--- src/rtl/ice51_uart_loader_if.sv ---
// Loader-to-core bus: code-memory write port plus the run-phase receive handshake.
// The loader drives the master modport; the core and code memory use the slave modport.
interface ice51_uart_loader_if #(
    parameter int ADDR_W = 10
);
    logic              mem_we;
    logic [ADDR_W-1:0] mem_addr;
    logic [7:0]        mem_data;
    logic              rx_valid;
    logic [7:0]        rx_data;
    logic              rx_ack;

    modport master (
        output mem_we, mem_addr, mem_data, rx_valid, rx_data,
        input  rx_ack
    );

    modport slave (
        input  mem_we, mem_addr, mem_data, rx_valid, rx_data,
        output rx_ack
    );
endinterface

--- src/rtl/ice51_uart_loader.sv ---
// 8N1 UART receiver that boot-loads code memory, then feeds later bytes to the core.
// Define ICE51_PRELOAD_EN to drop the load phase (memory initialised at elaboration).
module ice51_uart_loader #(
    parameter int CLKS_PER_BIT = 104,
    parameter int MEM_SIZE     = 1024,
    parameter int ADDR_W       = 10
) (
    input  logic                      i_clk,
    input  logic                      i_rst,
    input  logic                      i_uart_rx,
    ice51_uart_loader_if.master       bus,
    output logic                      o_run,
    output logic                      o_frame_err,
    output logic                      o_rx_overrun
);
    localparam int                CNT_W     = $clog2(CLKS_PER_BIT);
    localparam logic [CNT_W-1:0]  HALF_LAST = CNT_W'(CLKS_PER_BIT / 2 - 1);
    localparam logic [CNT_W-1:0]  BIT_LAST  = CNT_W'(CLKS_PER_BIT - 1);

    typedef enum logic [1:0] {S_IDLE, S_START, S_DATA, S_STOP} state_t;

    state_t           state;
    logic             rx_s1, rx_s2, rx_prev;
    logic [CNT_W-1:0] cnt;
    logic [2:0]       bit_idx;
    logic [7:0]       shreg;
    logic             rx_valid;
    logic [7:0]       rx_data;
    logic             stop_tick;
    logic             byte_ok;

`ifndef ICE51_PRELOAD_EN
    localparam logic [ADDR_W-1:0] LAST_ADDR = ADDR_W'(MEM_SIZE - 1);
    logic              mem_we;
    logic [ADDR_W-1:0] mem_addr;
    logic [7:0]        mem_data;
    logic [ADDR_W-1:0] load_cnt;

    assign bus.mem_we   = mem_we;
    assign bus.mem_addr = mem_addr;
    assign bus.mem_data = mem_data;
`else
    assign bus.mem_we   = 1'b0;
    assign bus.mem_addr = '0;
    assign bus.mem_data = '0;
`endif

    assign bus.rx_valid = rx_valid;
    assign bus.rx_data  = rx_data;

    // Stop bit is sampled on this edge; a high line completes the byte.
    assign stop_tick = (state == S_STOP) && (cnt == BIT_LAST);
    assign byte_ok   = stop_tick && rx_s2;

    always_ff @(posedge i_clk) begin
        if (i_rst) begin
            state        <= S_IDLE;
            rx_s1        <= 1'b1;
            rx_s2        <= 1'b1;
            rx_prev      <= 1'b1;
            cnt          <= '0;
            bit_idx      <= '0;
            shreg        <= '0;
            rx_valid     <= 1'b0;
            rx_data      <= '0;
            o_run        <= 1'b0;
            o_frame_err  <= 1'b0;
            o_rx_overrun <= 1'b0;
`ifndef ICE51_PRELOAD_EN
            mem_we       <= 1'b0;
            mem_addr     <= '0;
            mem_data     <= '0;
            load_cnt     <= '0;
`endif
        end else begin
            rx_s1        <= i_uart_rx;
            rx_s2        <= rx_s1;
            rx_prev      <= rx_s2;
            o_frame_err  <= 1'b0;
            o_rx_overrun <= 1'b0;

            case (state)
                S_IDLE: begin
                    // Only a genuine 1->0 edge starts a frame, so a line stuck low is ignored.
                    if (rx_prev && !rx_s2) begin
                        state   <= S_START;
                        cnt     <= '0;
                        bit_idx <= '0;
                    end
                end
                S_START: begin
                    if (cnt == HALF_LAST) begin
                        cnt   <= '0;
                        state <= rx_s2 ? S_IDLE : S_DATA;
                    end else begin
                        cnt <= cnt + 1'b1;
                    end
                end
                S_DATA: begin
                    if (cnt == BIT_LAST) begin
                        cnt     <= '0;
                        shreg   <= {rx_s2, shreg[7:1]};
                        bit_idx <= bit_idx + 1'b1;
                        if (bit_idx == 3'd7) state <= S_STOP;
                    end else begin
                        cnt <= cnt + 1'b1;
                    end
                end
                S_STOP: begin
                    if (stop_tick) begin
                        state       <= S_IDLE;
                        o_frame_err <= !rx_s2;
                    end else begin
                        cnt <= cnt + 1'b1;
                    end
                end
                default: state <= S_IDLE;
            endcase

`ifdef ICE51_PRELOAD_EN
            o_run <= 1'b1;
`else
            mem_we <= 1'b0;
            if (mem_we && (mem_addr == LAST_ADDR)) o_run <= 1'b1;
            if (byte_ok && !o_run) begin
                mem_we   <= 1'b1;
                mem_addr <= load_cnt;
                mem_data <= shreg;
                load_cnt <= load_cnt + 1'b1;
            end
`endif

            // A new byte beats a same-cycle ack; without an ack it overwrites and flags overrun.
            if (byte_ok && o_run) begin
                rx_data      <= shreg;
                rx_valid     <= 1'b1;
                o_rx_overrun <= rx_valid && !bus.rx_ack;
            end else if (rx_valid && bus.rx_ack) begin
                rx_valid <= 1'b0;
            end
        end
    end
endmodule

--- src/flat_wrapper.sv ---
// flat-port wrapper written by rule: the top's interface ports become plain ports
module ice51_uart_loader_flat 
#(
    parameter int CLKS_PER_BIT = 104,
    parameter int MEM_SIZE     = 1024,
    parameter int ADDR_W       = 10
)
  (i_clk, i_rst, i_uart_rx, o_run, o_frame_err, o_rx_overrun, bus_mem_we, bus_mem_addr, bus_mem_data, bus_rx_valid, bus_rx_data, bus_rx_ack);
  ice51_uart_loader_if #(.ADDR_W(ADDR_W)) bus_i ();
  input  logic i_clk;
  input  logic i_rst;
  input  logic i_uart_rx;
  output logic o_run;
  output logic o_frame_err;
  output logic o_rx_overrun;
  output wire logic [$bits(bus_i.mem_we)-1:0] bus_mem_we;
  output wire logic [$bits(bus_i.mem_addr)-1:0] bus_mem_addr;
  output wire logic [$bits(bus_i.mem_data)-1:0] bus_mem_data;
  output wire logic [$bits(bus_i.rx_valid)-1:0] bus_rx_valid;
  output wire logic [$bits(bus_i.rx_data)-1:0] bus_rx_data;
  input wire logic [$bits(bus_i.rx_ack)-1:0] bus_rx_ack;
  assign bus_mem_we = bus_i.mem_we;
  assign bus_mem_addr = bus_i.mem_addr;
  assign bus_mem_data = bus_i.mem_data;
  assign bus_rx_valid = bus_i.rx_valid;
  assign bus_rx_data = bus_i.rx_data;
  assign bus_i.rx_ack = bus_rx_ack;
  ice51_uart_loader #(.CLKS_PER_BIT(CLKS_PER_BIT), .MEM_SIZE(MEM_SIZE), .ADDR_W(ADDR_W)) u_core (.i_clk(i_clk), .i_rst(i_rst), .i_uart_rx(i_uart_rx), .bus(bus_i), .o_run(o_run), .o_frame_err(o_frame_err), .o_rx_overrun(o_rx_overrun));
endmodule
--- config.mk ---
export PLATFORM = sky130hd
export DESIGN_NAME = ice51_uart_loader_flat
export DESIGN_NICKNAME = d
export VERILOG_FILES = /design/src/rtl/ice51_uart_loader_if.sv /design/src/rtl/ice51_uart_loader.sv /design/src/flat_wrapper.sv
export SDC_FILE = /design/constraint.sdc
export NUM_CORES = 1
export LEC_CHECK = 0
export CORE_MARGIN = 2
export CORE_UTILIZATION = 56
export CTS_BUF_LIST = sky130_fd_sc_hd__clkbuf_4
export DETAILED_ROUTE_END_ITERATION = 10
export PLACE_DENSITY = 0.87
export SLEW_MARGIN = 10
export SYNTH_ARGS = -nofsm -noshare
export SYNTH_HDL_FRONTEND = slang
export SYNTH_SLANG_ARGS = --single-unit
--- constraint.sdc ---
create_clock -name i_clk -period 2.1 [get_ports i_clk]
set_input_delay 0.21 -clock i_clk [delete_from_list [all_inputs] [get_ports i_clk]]
set_output_delay 0.21 -clock i_clk [all_outputs]
set_load 0.01 [all_outputs]
# Word level (Yosys, flattened, before mapping)
# Cells that the tools add are included.
[word_totals] ff_bits=64 inputBits=4 output_inout_bits=31 wordCells=73
[classes] addsub=3 eq_ne=13 mux=18 n_bitwise=3 n_reduce_logical=20
[ops] operator="two-way mux 7 bit" count=4
[ops] operator="case mux 7 bit (4 select lines)" count=1
[ops] operator="two-way mux 2 bit" count=6
[ops] operator="adder 10 x 1 -> 10 bit, second input constant" count=1
[ops] operator="== test 10 bit, second input constant" count=1
[ops] operator="!= test 2 x 1 -> 1 bit, second input constant" count=5
[ops] operator="logical AND 1 bit" count=8
[ops] operator="case mux 2 bit (4 select lines)" count=1
[ops] operator="adder 7 x 1 -> 7 bit, second input constant" count=1
[ops] operator="== test 7 x 6 -> 1 bit, second input constant" count=1
[ops] operator="== test 7 bit, second input constant" count=1
[ops] operator="two-way mux 3 bit" count=2
[ops] operator="case mux 3 bit (2 select lines)" count=1
[ops] operator="AND reduction 5 bit" count=1
[ops] operator="== test 2 bit, second input constant" count=2
[ops] operator="AND reduction 2 bit" count=2
[ops] operator="nonzero test 2 bit" count=2
[ops] operator="adder 3 x 1 -> 3 bit, second input constant" count=1
[ops] operator="== test 3 bit, second input constant" count=1
[ops] operator="zero test 1 bit" count=3
[ops] operator="two-way mux 1 bit" count=3
[ops] operator="NOT 1 bit" count=3
[ops] operator="AND reduction 3 bit" count=1
[ops] operator="OR reduction 3 bit" count=1
[ops] operator="other kinds (4)" count=4

# Longest topological paths before layout
# Gate-level depths: netlist of run 1.
[logic_depth] ltp_word=6 depth_mapped=8 ltp_nobuf=6

# Worst setup path before layout of run 1
# Ideal clock, no wire load.
[synth_timing] path_kind="register to register" startpoint="register u_core.cnt[0]" endpoint="register u_core.load_cnt[3]" setup_time_ns=0.070 arrival_time_ns=1.815 required_time_ns=2.030 slack_ns=0.215 path_stages_with_launch=8 n_path_buf=1 synth_period_minus_slack_ns=1.885 cell_sequence="dfxtp_1 -> ha_1 -> and2_1 -> nand3_1 -> or3_1 -> clkbuf_1 -> or3_1 -> a21oi_1"
[synth_between] elab_chain_len=4
[synth_rtl] item="from (decl)" line="ice51_uart_loader.sv:24" text="logic [CNT_W-1:0] cnt;"
[synth_rtl] item="from (signal assigned)" line="ice51_uart_loader.sv:96" text="cnt <= cnt + 1'b1;"
[synth_rtl] item="from (signal assigned)" line="ice51_uart_loader.sv:106" text="cnt <= cnt + 1'b1;"
[synth_rtl] item="from (signal assigned)" line="ice51_uart_loader.sv:114" text="cnt <= cnt + 1'b1;"
[synth_rtl] item="== test 7 bit" line="ice51_uart_loader.sv:52" text="assign stop_tick = (state == S_STOP) && (cnt == BIT_LAST);"
[synth_rtl] item="logical AND 1 bit" line="ice51_uart_loader.sv:52"
[synth_rtl] item="logical AND 1 bit" line="ice51_uart_loader.sv:53" text="assign byte_ok = stop_tick && rx_s2;"
[synth_rtl] item="logical AND 1 bit" line="ice51_uart_loader.sv:125" text="if (byte_ok && !o_run) begin"
[synth_rtl] item="to (signal assigned)" line="ice51_uart_loader.sv:129" text="load_cnt <= load_cnt + 1'b1;"
[synth_rtl] item="to (decl)" line="ice51_uart_loader.sv:37" text="logic [ADDR_W-1:0] load_cnt;"
# No other way between the ends.
# A chain may end at the register's enable or synchronous reset.

# Worst setup path in the final report of run 1
[layout_timing] startpoint="register u_core.rx_s2" endpoint="register u_core.load_cnt[5]"
[layout_between] elab_chain_len=2
[layout_rtl] item="from (decl)" line="ice51_uart_loader.sv:23" text="logic rx_s1, rx_s2, rx_prev;"
[layout_rtl] item="from (signal assigned)" line="ice51_uart_loader.sv:77" text="rx_s2 <= rx_s1;"
[layout_rtl] item="logical AND 1 bit" line="ice51_uart_loader.sv:53"
[layout_rtl] item="logical AND 1 bit" line="ice51_uart_loader.sv:125"
# No other way between the ends.

==> results of run 1 <==
==> metrics by stage <==
step / area, µm² / utilization, % / setup WS (ns) / total power, µW
detailed placement: 2950 / 67.4 / 0.236 / 1310
floorplan: 2550 / - / 0.215 / 1290
global route: 3060 / 69.8 / 0.0632 / 2020
finish: 3060 / 69.8 / 0.204 / 1950
global placement: 2950 / 67.4 / 0.282 / 1300
CTS: 3060 / 69.8 / 0.209 / 1960
==> power groups by stage <==
stage | combinational [µW] | clock, µW | sequential (µW)
finish | 55.5 | 675 | 1220
global route | 61.5 | 738 | 1220
CTS | 55.8 | 686 | 1220
detailed placement | 55.7 | 0 | 1250
global placement | 54.0 | 0 | 1250
floorplan | 40.7 | 0 | 1250
==> worst max-delay path by stage <==
stage               cells past startpoint                 end          start
floorplan                               7  u_core.load_cnt[3]  u_core.cnt[0]
global placement                        4  u_core.load_cnt[5]   u_core.rx_s2
detailed placement                      4  u_core.load_cnt[5]   u_core.rx_s2
CTS                                     4  u_core.load_cnt[5]   u_core.rx_s2
global route                            7       u_core.cnt[6]  u_core.cnt[0]
finish                                  4  u_core.load_cnt[5]   u_core.rx_s2
==> cell usage in the layout (no fill, tap or decap), types with 4 or more instances in the layout <==
cell / netlist / routed
a21oi_1: 49 / 49
nand2b_1: 4 / 4
nand3_1: 5 / 5
nand4_1: 4 / 4
clkbuf_4: 0 / 11
clkdlybuf4s50_1: 0 / 33
nor2_1: 22 / 22
buf_4: 0 / 8
inv_1: 4 / 4
ha_1: 4 / 4
o21ai_0: 4 / 4
or3_1: 4 / 4
dfxtp_1: 64 / 64
xnor2_1: 5 / 5
nand2_1: 86 / 86
nor3_1: 8 / 7
==> cells in the mapped netlist, drive strengths merged, types with 2 or more instances <==
cell type	n
a21o	3
a21oi	49
a22o	3
a22oi	3
and3	2
buf	2
clkbuf	15
dfxtp	64
ha	4
inv	4
nand2	86
nand2b	4
nand3	5
nand4	4
nand4bb	2
nor2	22
nor3	8
nor4	2
o21ai	5
o31ai	3
or2	3
or3	4
or4	3
xnor2	5
==> registers in the layout, summed over array words and instances (netlist names), named ones only <==
name / flops
u_core.shreg: 8
u_core.bit_idx: 3
u_core.o_frame_err: 1
u_core.o_run: 1
u_core.bus.mem_we: 1
u_core.bus.mem_data: 8
u_core.rx_s1: 1
u_core.rx_s2: 1
u_core.load_cnt: 10
u_core.bus.rx_data: 8
u_core.o_rx_overrun: 1
u_core.cnt: 7
u_core.bus.mem_addr: 10
u_core.state: 1
u_core.bus.rx_valid: 1
u_core.rx_prev: 1
==> per-layer routing <==
layer | vias up | GRT usage (%) | wire, µm | share of wire, %
met1 | 1059 | 28.5 | 2350 | 44
met4 | 0 | 8.81 | 100 | 1.9
met5 | - | 0 | 0 | 0
met2 | 70 | 36.8 | 2520 | 47
met3 | 15 | 9.28 | 375 | 7.0
li1 | 1165 | - | - | -
==> cells by family (layout without fill, tap and decap cells) <==
kind of cell | Yosys count | count (layout) | share of synthesized area, %
compound gates | 74 | 74 | 16.8
fa+ha+maj | 4 | 4 | 1.96
simple gates | 149 | 149 | 26.2
xor+xnor | 5 | 5 | 1.71
buf+inv | 21 | 61 | 3.14
flops | 64 | 64 | 50.2
==> layout make-up <==
class	count	area share, %
clock inverters	4	0.736
repair buffers	42	12.9
flip-flops and latches	64	41.9
multi-input cells	232	39.1
well taps	52	2.13
clock buffers	11	2.70
inverters	4	0.491
==> worst max-delay path, cell delays in order (launching register included) <==
cell and delay [ns]:
dfxtp_1 0.44, nand2_1 0.13, or4_1 0.59, or4_1 0.51, a21oi_1 0.16
==> metrics.txt, run 1 <==
post-route clock period utilization=90.3%; depth of the CTS H-tree=3; yosys warns=0; Fin Hold WS=0.280 ns; register-to-register setup slack=0.20 ns; Wirelength per Cell=13.1 µm; fmax=roughly 530 MHz; cts hold-fix bufs=0; number of port buffers=34; Diodes inserted=0; CTS Buf Count=9; final WL=5.35 mm; GPL Wtd Cong=between 0.8 and 0.9; Yosys cell types=38; Hold Crit Class=in -> reg; Seq/Total Area, Yosys=between 50% and 60%; boundary pin count=35; clock group share of total power=34.6%; Hold Path Depth=2; Avg Cell Area, Syn=8.06 µm²; P_leak=0.00104 µW; 1st-pass router iterations=4; vias in the first global route=2136; die area=5120 µm²; post-DR vias/cell=5.65; max-slew violation count=0; pwr/cell area=638 nW/µm²; Reg area=roughly 1300 µm²; top-area cell type share of the netlist area=roughly 50%; Crit Reg-Reg Startpoint=u_core.rx_s2; DRT iter0 DRCs=159; hold path endpoint=u_core.bit_idx[1]; Setup crit end kind=register; Yosys top cell by area=dfxtp_1; hpwl dp=3.75 mm; GR Overflow Total=0; clk sinks=64; area taken by multi-input logic gates=1200 µm²; Worst-Skew Late Latency=a little over 0.4 ns; Synth async-reset ratio=0%; worst-case reg-to-reg path depth=4; FILL cells=357; area growth from synthesis to final layout=19.8%; Longest Clk Path Bufs=2; post-cts resize count=0; CTS tree=yes; Synth area leaders=dfxtp_1 50%, nand2_1 13%, a21oi_1 9.6%; Total Neg Setup Slack=0 ns; cell count after synthesis=317; Hold Crit Start=i_rst; Hold Fails Final Rpt=0; layout net count=361; CP Data Arrival Time=between 2 and 2.5 ns; worst path required time=2.44 ns; Post-Syn Nets=325; Final ANT Viol Nets=0; clk_skew=0.0118 ns; sequential share of power=62.6%; status=completed; crit path launch type=register; row cnt=24; Initial Util=58.2%; Setup CP Type=reg -> reg; P_int=1490 µW; Min Clock Period, post-route=around 1.9 ns; Rel. slew slack=61.9%; Post-Layout Cell Count=409; R2R Path End=u_core.load_cnt[5]; global-route wire length before repair=~9.3 mm; combinational share of power=2.8%; EDFF count, synth=0; max-cap violations=0; mapped cell area=2550 µm²; clk slew on worst S/H paths=0.10 ns; via count=2309; Die Ht=between 70 and 80 µm; crit path max fanout=7; # setup viols final=0; Residual DRC=0; post-CTS setup buffers=0; Net Switching=~460 µW; die width=71.5 µm; CORE AREA=4380 µm²; maximum vdd drop=447 µV; largest net degree at the start of global routing=36; CTS Root Cell=clkbuf_4; initial antenna violation count=0; Global Route Usage Sum=23.2%; dpl cells=394; flops & latches, synth=64; RSZ-0062 raised after global routing=no; Tightest Pin Transition=between 0.5 and 0.6 ns; layout cells sized above 1=8.40%; Switching Fraction=23.5%; dominant synthesized flop cell=dfxtp_1
No activity file was read; power rests on OpenSTA's default activity.
==> run 2, diff against run 1 <==
--- a/config.mk
+++ b/config.mk
@@ -6,10 +6,9 @@
 export NUM_CORES = 1
 export LEC_CHECK = 0
 export CORE_MARGIN = 2
-export CORE_UTILIZATION = 56
-export CTS_BUF_LIST = sky130_fd_sc_hd__clkbuf_4
+export CORE_UTILIZATION = 54
 export DETAILED_ROUTE_END_ITERATION = 10
-export PLACE_DENSITY = 0.87
+export PLACE_DENSITY = 0.85
 export SLEW_MARGIN = 10
 export SYNTH_ARGS = -nofsm -noshare
 export SYNTH_HDL_FRONTEND = slang
==> run 2 against run 1 <==
Effect of this change:
- die area increased by 3.5%
- register-to-register slack worse by 0.02 ns
- cell area rose by 4.9%
- worst setup slack worse by 0.021 ns
- sequential power barely moved
- worst hold slack improved by 0.083 ns
- maximum frequency decreased by 1.1%
- largest cell class unchanged
==> metrics.txt, run 2 (synthesis gave the netlist of run 1 again) <==
area growth from synthesis to final layout=25.7% (was 19.8%); boundary pin count=35 (unchanged); post-CTS setup buffers=0 (unchanged); CTS Root Cell=clkbuf_8 (was clkbuf_4); 1st-pass router iterations=4 (unchanged); clk slew on worst S/H paths=0.07 ns (was 0.10 ns); Most Crowded Layer GR=met2 (unchanged); Diodes inserted=0 (unchanged); CTS tree=yes (unchanged); Worst-Skew Late Latency=0.34 ns (was 0.41 ns); GR Overflow Total=0 (unchanged); pwr/cell area=806 nW/µm² (was 638 nW/µm²); number of port buffers=34 (unchanged); RSZ-0062 raised after global routing=no (unchanged); die width=72.8 µm (was 71.5 µm); layout cells sized above 1=8.66% (was 8.40%); Die Ht=72.8 µm (was 71.5 µm); biggest regs=u_core.bus.mem_addr (10), u_core.load_cnt (10) (unchanged); Residual DRC=0 (unchanged); Final ANT Viol Nets=0 (unchanged); crit path launch type=register (unchanged); # setup viols final=0 (unchanged); CP max-delay cell=dfxtp_1 (was or4_1); fmax=522 MHz (was 528 MHz); Setup CP Type=reg -> reg (unchanged); Hold Fails Final Rpt=0 (unchanged); GR Util met1=27.9% (was 28.5%); CORE AREA=4630 µm² (was 4380 µm²); post-DR vias/cell=5.48 (was 5.65); post-cts resize count=0 (unchanged); CP Data Arrival Time=2.15 ns (was 2.24 ns); worst path cell trace=ha_1 -> buf_4 -> nand4bb_1 -> o21ai_0 -> a21oi_1 -> a21o_1 -> a22o_1 (was nand2_1 -> or4_1 -> or4_1 -> a21oi_1); Worst Path Buf+Inv=1 (was 0); Final Worst Setup Slack=0.184 ns (was 0.204 ns); most common cell after layout, fill and taps aside=nand2_1 (unchanged); via count=2258 (was 2309); CP peak stage delay=0.39 ns (was 0.59 ns); max-slew violation count=0 (unchanged); Min Clock Period, post-route=1.92 ns (was 1.90 ns); Hold Crit Class=in -> reg (unchanged); Longest Clk Path Bufs=2 (unchanged); largest net degree at the start of global routing=36 (unchanged); Wirelength per Cell=13.2 µm (was 13.1 µm); depth of the CTS H-tree=3 (unchanged); initial antenna violation count=0 (unchanged); clk_skew=0.00728 ns (was 0.0118 ns); Setup crit end kind=register (unchanged); maximum vdd drop=511 µV (was 447 µV); hpwl dp=3.60 mm (was 3.75 mm); status=completed (unchanged); Placement Setup Slack=0.216 ns (was 0.236 ns); Total Neg Setup Slack=0 ns (unchanged); global routing met2 resource utilization=34.2% (was 36.8%); CP delay by family, top=compound AO/OA/AOI/OAI gates (was simple AND/OR/NAND/NOR gates); Rel. slew slack=61.7% (was 61.9%); global routing usage on met3=5.52% (was 9.28%); GPL Wtd Cong=0.873 (was 0.849); die area=5300 µm² (was 5120 µm²); Global Route Usage Sum=21.8% (was 23.2%); CTS Buf Count=9 (unchanged); Tightest Pin Transition=0.575 ns (was 0.571 ns); vias in the first global route=2034 (was 2136); row cnt=25 (was 24); Design Power=2590 µW (was 1950 µW); final WL=5.44 mm (was 5.35 mm); most frequent cells in the layout=86 x nand2_1, 64 x dfxtp_1, 49 x a21oi_1 (unchanged); crit path max fanout=7 (unchanged); post-route clock period utilization=91.3% (was 90.3%); P_leak=0.00110 µW (was 0.00104 µW); worst path required time=2.33 ns (was 2.44 ns); max-cap violations=0 (unchanged); DRT iter0 DRCs=167 (was 159); cts hold-fix bufs=0 (unchanged); global-route wire length before repair=8.97 mm (was 9.29 mm); Initial Util=55.2% (was 58.2%); layout net count=361 (unchanged); clk sinks=64 (unchanged)
-- run 2: final timing paths --
kind / slack [ns] / depth (start not counted) / endpoint / start
setup / recovery: 0.18 / 7 / u_core.cnt[6] / u_core.cnt[0]
hold / removal: 0.36 / 2 / u_core.bit_idx[0] / i_rst
setup reg to reg: 0.18 / 7 / u_core.cnt[6] / u_core.cnt[0]
hold reg to reg: 0.42 / 1 / u_core.rx_s2 / u_core.rx_s1
-- run 2: per-stage QoR --
stage	instances	hold slack [ns]	area (µm²)	utilization [%]
finish	412	0.363	3210	69.3
detailed placement	396	0.408	2960	63.9
global placement	396	0.392	2960	63.9
global route	412	0.370	3210	69.3
floorplan	317	0.314	2550	-
CTS	412	0.348	3210	69.3
-- run 2: layout make-up --
type / count / area (µm²)
Clock inverter: 6 / 115
Fill cell: 367 / 1420
Sequential cell: 64 / 1280
Multi-Input combinational cell: 232 / 1200
Clock buffer: 10 / 138
Tap cell: 54 / 67.6
Inverter: 4 / 15.0
Timing Repair Buffer: 42 / 395
-- run 2: report_power, final --
part | internal [µW] | switching, µW | leakage [µW]
sequential | 1220 | 4.13 | 0.000516
clock | 827 | 482 | 0.000123
combinational | 19.4 | 35.7 | 0.000461
-- run 2: metal layers --
layer  vias to the layer above  routed length, µm
met2                        54               2570
met3                         7                243
met4                         0                 55
met1                      1041               2570
li1                       1156                  -
met5                         -                  0
==> run 3, diff against run 2 <==
--- a/config.mk
+++ b/config.mk
@@ -9,6 +9,7 @@
 export CORE_UTILIZATION = 54
 export DETAILED_ROUTE_END_ITERATION = 10
 export PLACE_DENSITY = 0.85
+export RECOVER_POWER = 100
 export SLEW_MARGIN = 10
 export SYNTH_ARGS = -nofsm -noshare
 export SYNTH_HDL_FRONTEND = slang
==> run 3 against run 2 <==
Effect of this change:
- register-to-register slack hardly changed
- largest cell class unchanged
- routed wire length about the same
- combinational power decreased by 1%
- sequential share of layout area hardly changed
==> metrics.txt, run 3 (synthesis gave the netlist of run 1 again) <==
area taken by multi-input logic gates=1200 µm² (unchanged); Global Route Usage Sum=21.8% (unchanged); most frequent cells in the layout=86 x nand2_1, 64 x dfxtp_1, 49 x a21oi_1 (unchanged); clk_skew=0.00731 ns (was 0.00728 ns); met1 WL=2.59 mm (was 2.57 mm); max-cap violations=0 (unchanged); Setup crit end kind=register (unchanged); Worst Path Buf+Inv=2 (was 1); area growth from synthesis to final layout=25.5% (was 25.7%); Reg area=1280 µm² (unchanged); CORE AREA=4630 µm² (unchanged); Residual DRC=0 (unchanged); depth of the CTS H-tree=3 (unchanged); CTS tree=yes (unchanged); cts hold-fix bufs=0 (unchanged); number of port buffers=34 (unchanged); hpwl dp=3.60 mm (unchanged); clk sinks=64 (unchanged); final WL=5.45 mm (was 5.44 mm); Diodes inserted=0 (unchanged); P_leak=0.00121 µW (was 0.00110 µW); fmax=519 MHz (was 522 MHz); GR Overflow Total=0 (unchanged); Total Neg Setup Slack=0 ns (unchanged); vias in the first global route=2034 (unchanged); Worst-Skew Late Latency=0.34 ns (about the same); # setup viols final=0 (unchanged); Top Layer Used=met4 (unchanged); Min Clock Period, post-route=1.93 ns (was 1.92 ns); CP Data Arrival Time=2.11 ns (was 2.15 ns); most common cell after layout, fill and taps aside=nand2_1 (unchanged); 1st-pass router iterations=4 (unchanged); pwr/cell area=806 nW/µm² (about the same); worst path cell trace=ha_1 -> and2_0 -> nand3_1 -> buf_4 -> nor3_2 -> clkbuf_4 -> xnor2_1 -> nor2_1 (was ha_1 -> buf_4 -> nand4bb_1 -> o21ai_0 -> a21oi_1 -> a21o_1 -> a22o_1); CTS Root Cell=clkbuf_8 (unchanged); Rel. slew slack=18.6% (was 61.7%); layout net count=361 (unchanged); crit path launch type=register (unchanged); crit path max fanout=20 (was 7); Initial Util=55.2% (unchanged); largest net degree at the start of global routing=36 (unchanged); post-CTS setup buffers=0 (unchanged); Wirelength per Cell=13.2 µm (about the same); Hold Crit Class=in -> reg (unchanged); die width=72.8 µm (unchanged); worst path required time=2.28 ns (was 2.33 ns); die area=5300 µm² (unchanged); FILL cells=366 (was 367); biggest regs=u_core.bus.mem_addr (10), u_core.load_cnt (10) (unchanged); CP peak stage delay=0.39 ns (about the same); status=completed (unchanged); maximum vdd drop=511 µV (about the same); via count=2258 (unchanged); GPL Wtd Cong=0.873 (unchanged); boundary pin count=35 (unchanged); DRT iter0 DRCs=160 (was 167); RSZ-0062 raised after global routing=no (unchanged); clk slew on worst S/H paths=0.07 ns (about the same); Met3 Wirelength=235 µm (was 243 µm); DR WL met2=2.55 mm (was 2.57 mm); row cnt=25 (unchanged); initial antenna violation count=0 (unchanged); CTS Buf Count=9 (unchanged); global-route wire length before repair=8.97 mm (unchanged); layout cells sized above 1=8.38% (was 8.66%); Final ANT Viol Nets=0 (unchanged); Setup CP Type=reg -> reg (unchanged); post-cts resize count=0 (unchanged); CP max-delay cell=dfxtp_1 (unchanged); Die Ht=72.8 µm (unchanged); max-slew violation count=0 (unchanged); post-route clock period utilization=91.7% (was 91.3%); Tightest Pin Transition=1.22 ns (was 0.575 ns); CP delay by family, top=simple AND/OR/NAND/NOR gates (was compound AO/OA/AOI/OAI gates); post-DR vias/cell=5.48 (unchanged); Hold Fails Final Rpt=0 (unchanged); Longest Clk Path Bufs=2 (unchanged); final core utilization=69.2% (was 69.3%)
-- run 3: final timing paths --
kind | startpoint | cells past startpoint | endpoint | slack [ns]
max | u_core.cnt[0] | 8 | u_core.load_cnt[0] | 0.17
min | i_rst | 2 | u_core.bit_idx[1] | 0.36
max reg2reg | u_core.cnt[0] | 8 | u_core.load_cnt[0] | 0.17
min reg2reg | u_core.rx_s1 | 1 | u_core.rx_s2 | 0.42
-- run 3: through the flow --
| step | setup slack, ns | hold WS (ns) | total power (µW) | cell area [µm²] | cells |
|---|---|---|---|---|---|
| 2_1_floorplan | 0.215 | 0.314 | 1290 | 2550 | 317 |
| 3_3_place_gp | 0.278 | 0.392 | 1300 | 2960 | 396 |
| 3_5_place_dp | 0.216 | 0.408 | 1310 | 2960 | 396 |
| 4_1_cts | 0.176 | 0.348 | 2610 | 3210 | 412 |
| 5_1_grt | 0.0190 | 0.370 | 2670 | 3210 | 412 |
| 6_report | 0.175 | 0.365 | 2580 | 3210 | 412 |
-- run 3: final cells by class --
class / count / area share (%)
Sequential cell: 64 / 40.0
Tap cell: 54 / 2.11
Timing Repair Buffer: 42 / 12.2
Inverter: 4 / 0.468
Clock buffer: 10 / 4.29
Clock inverter: 6 / 3.59
Multi-Input combinational cell: 232 / 37.4
-- run 3: power by group --
part,total (µW),switching [µW],leakage (µW),internal [µW]
clock network,1310,480,0.000123,827
registers,1220,4.13,0.000516,1220
logic,54.5,35.8,0.000567,18.6
-- run 3: metal layers --
metal | track usage (%) | up-vias
met5 | 0 | -
met4 | 11.1 | 0
li1 | - | 1158
met2 | 34.2 | 48
met3 | 5.52 | 8
met1 | 27.9 | 1044
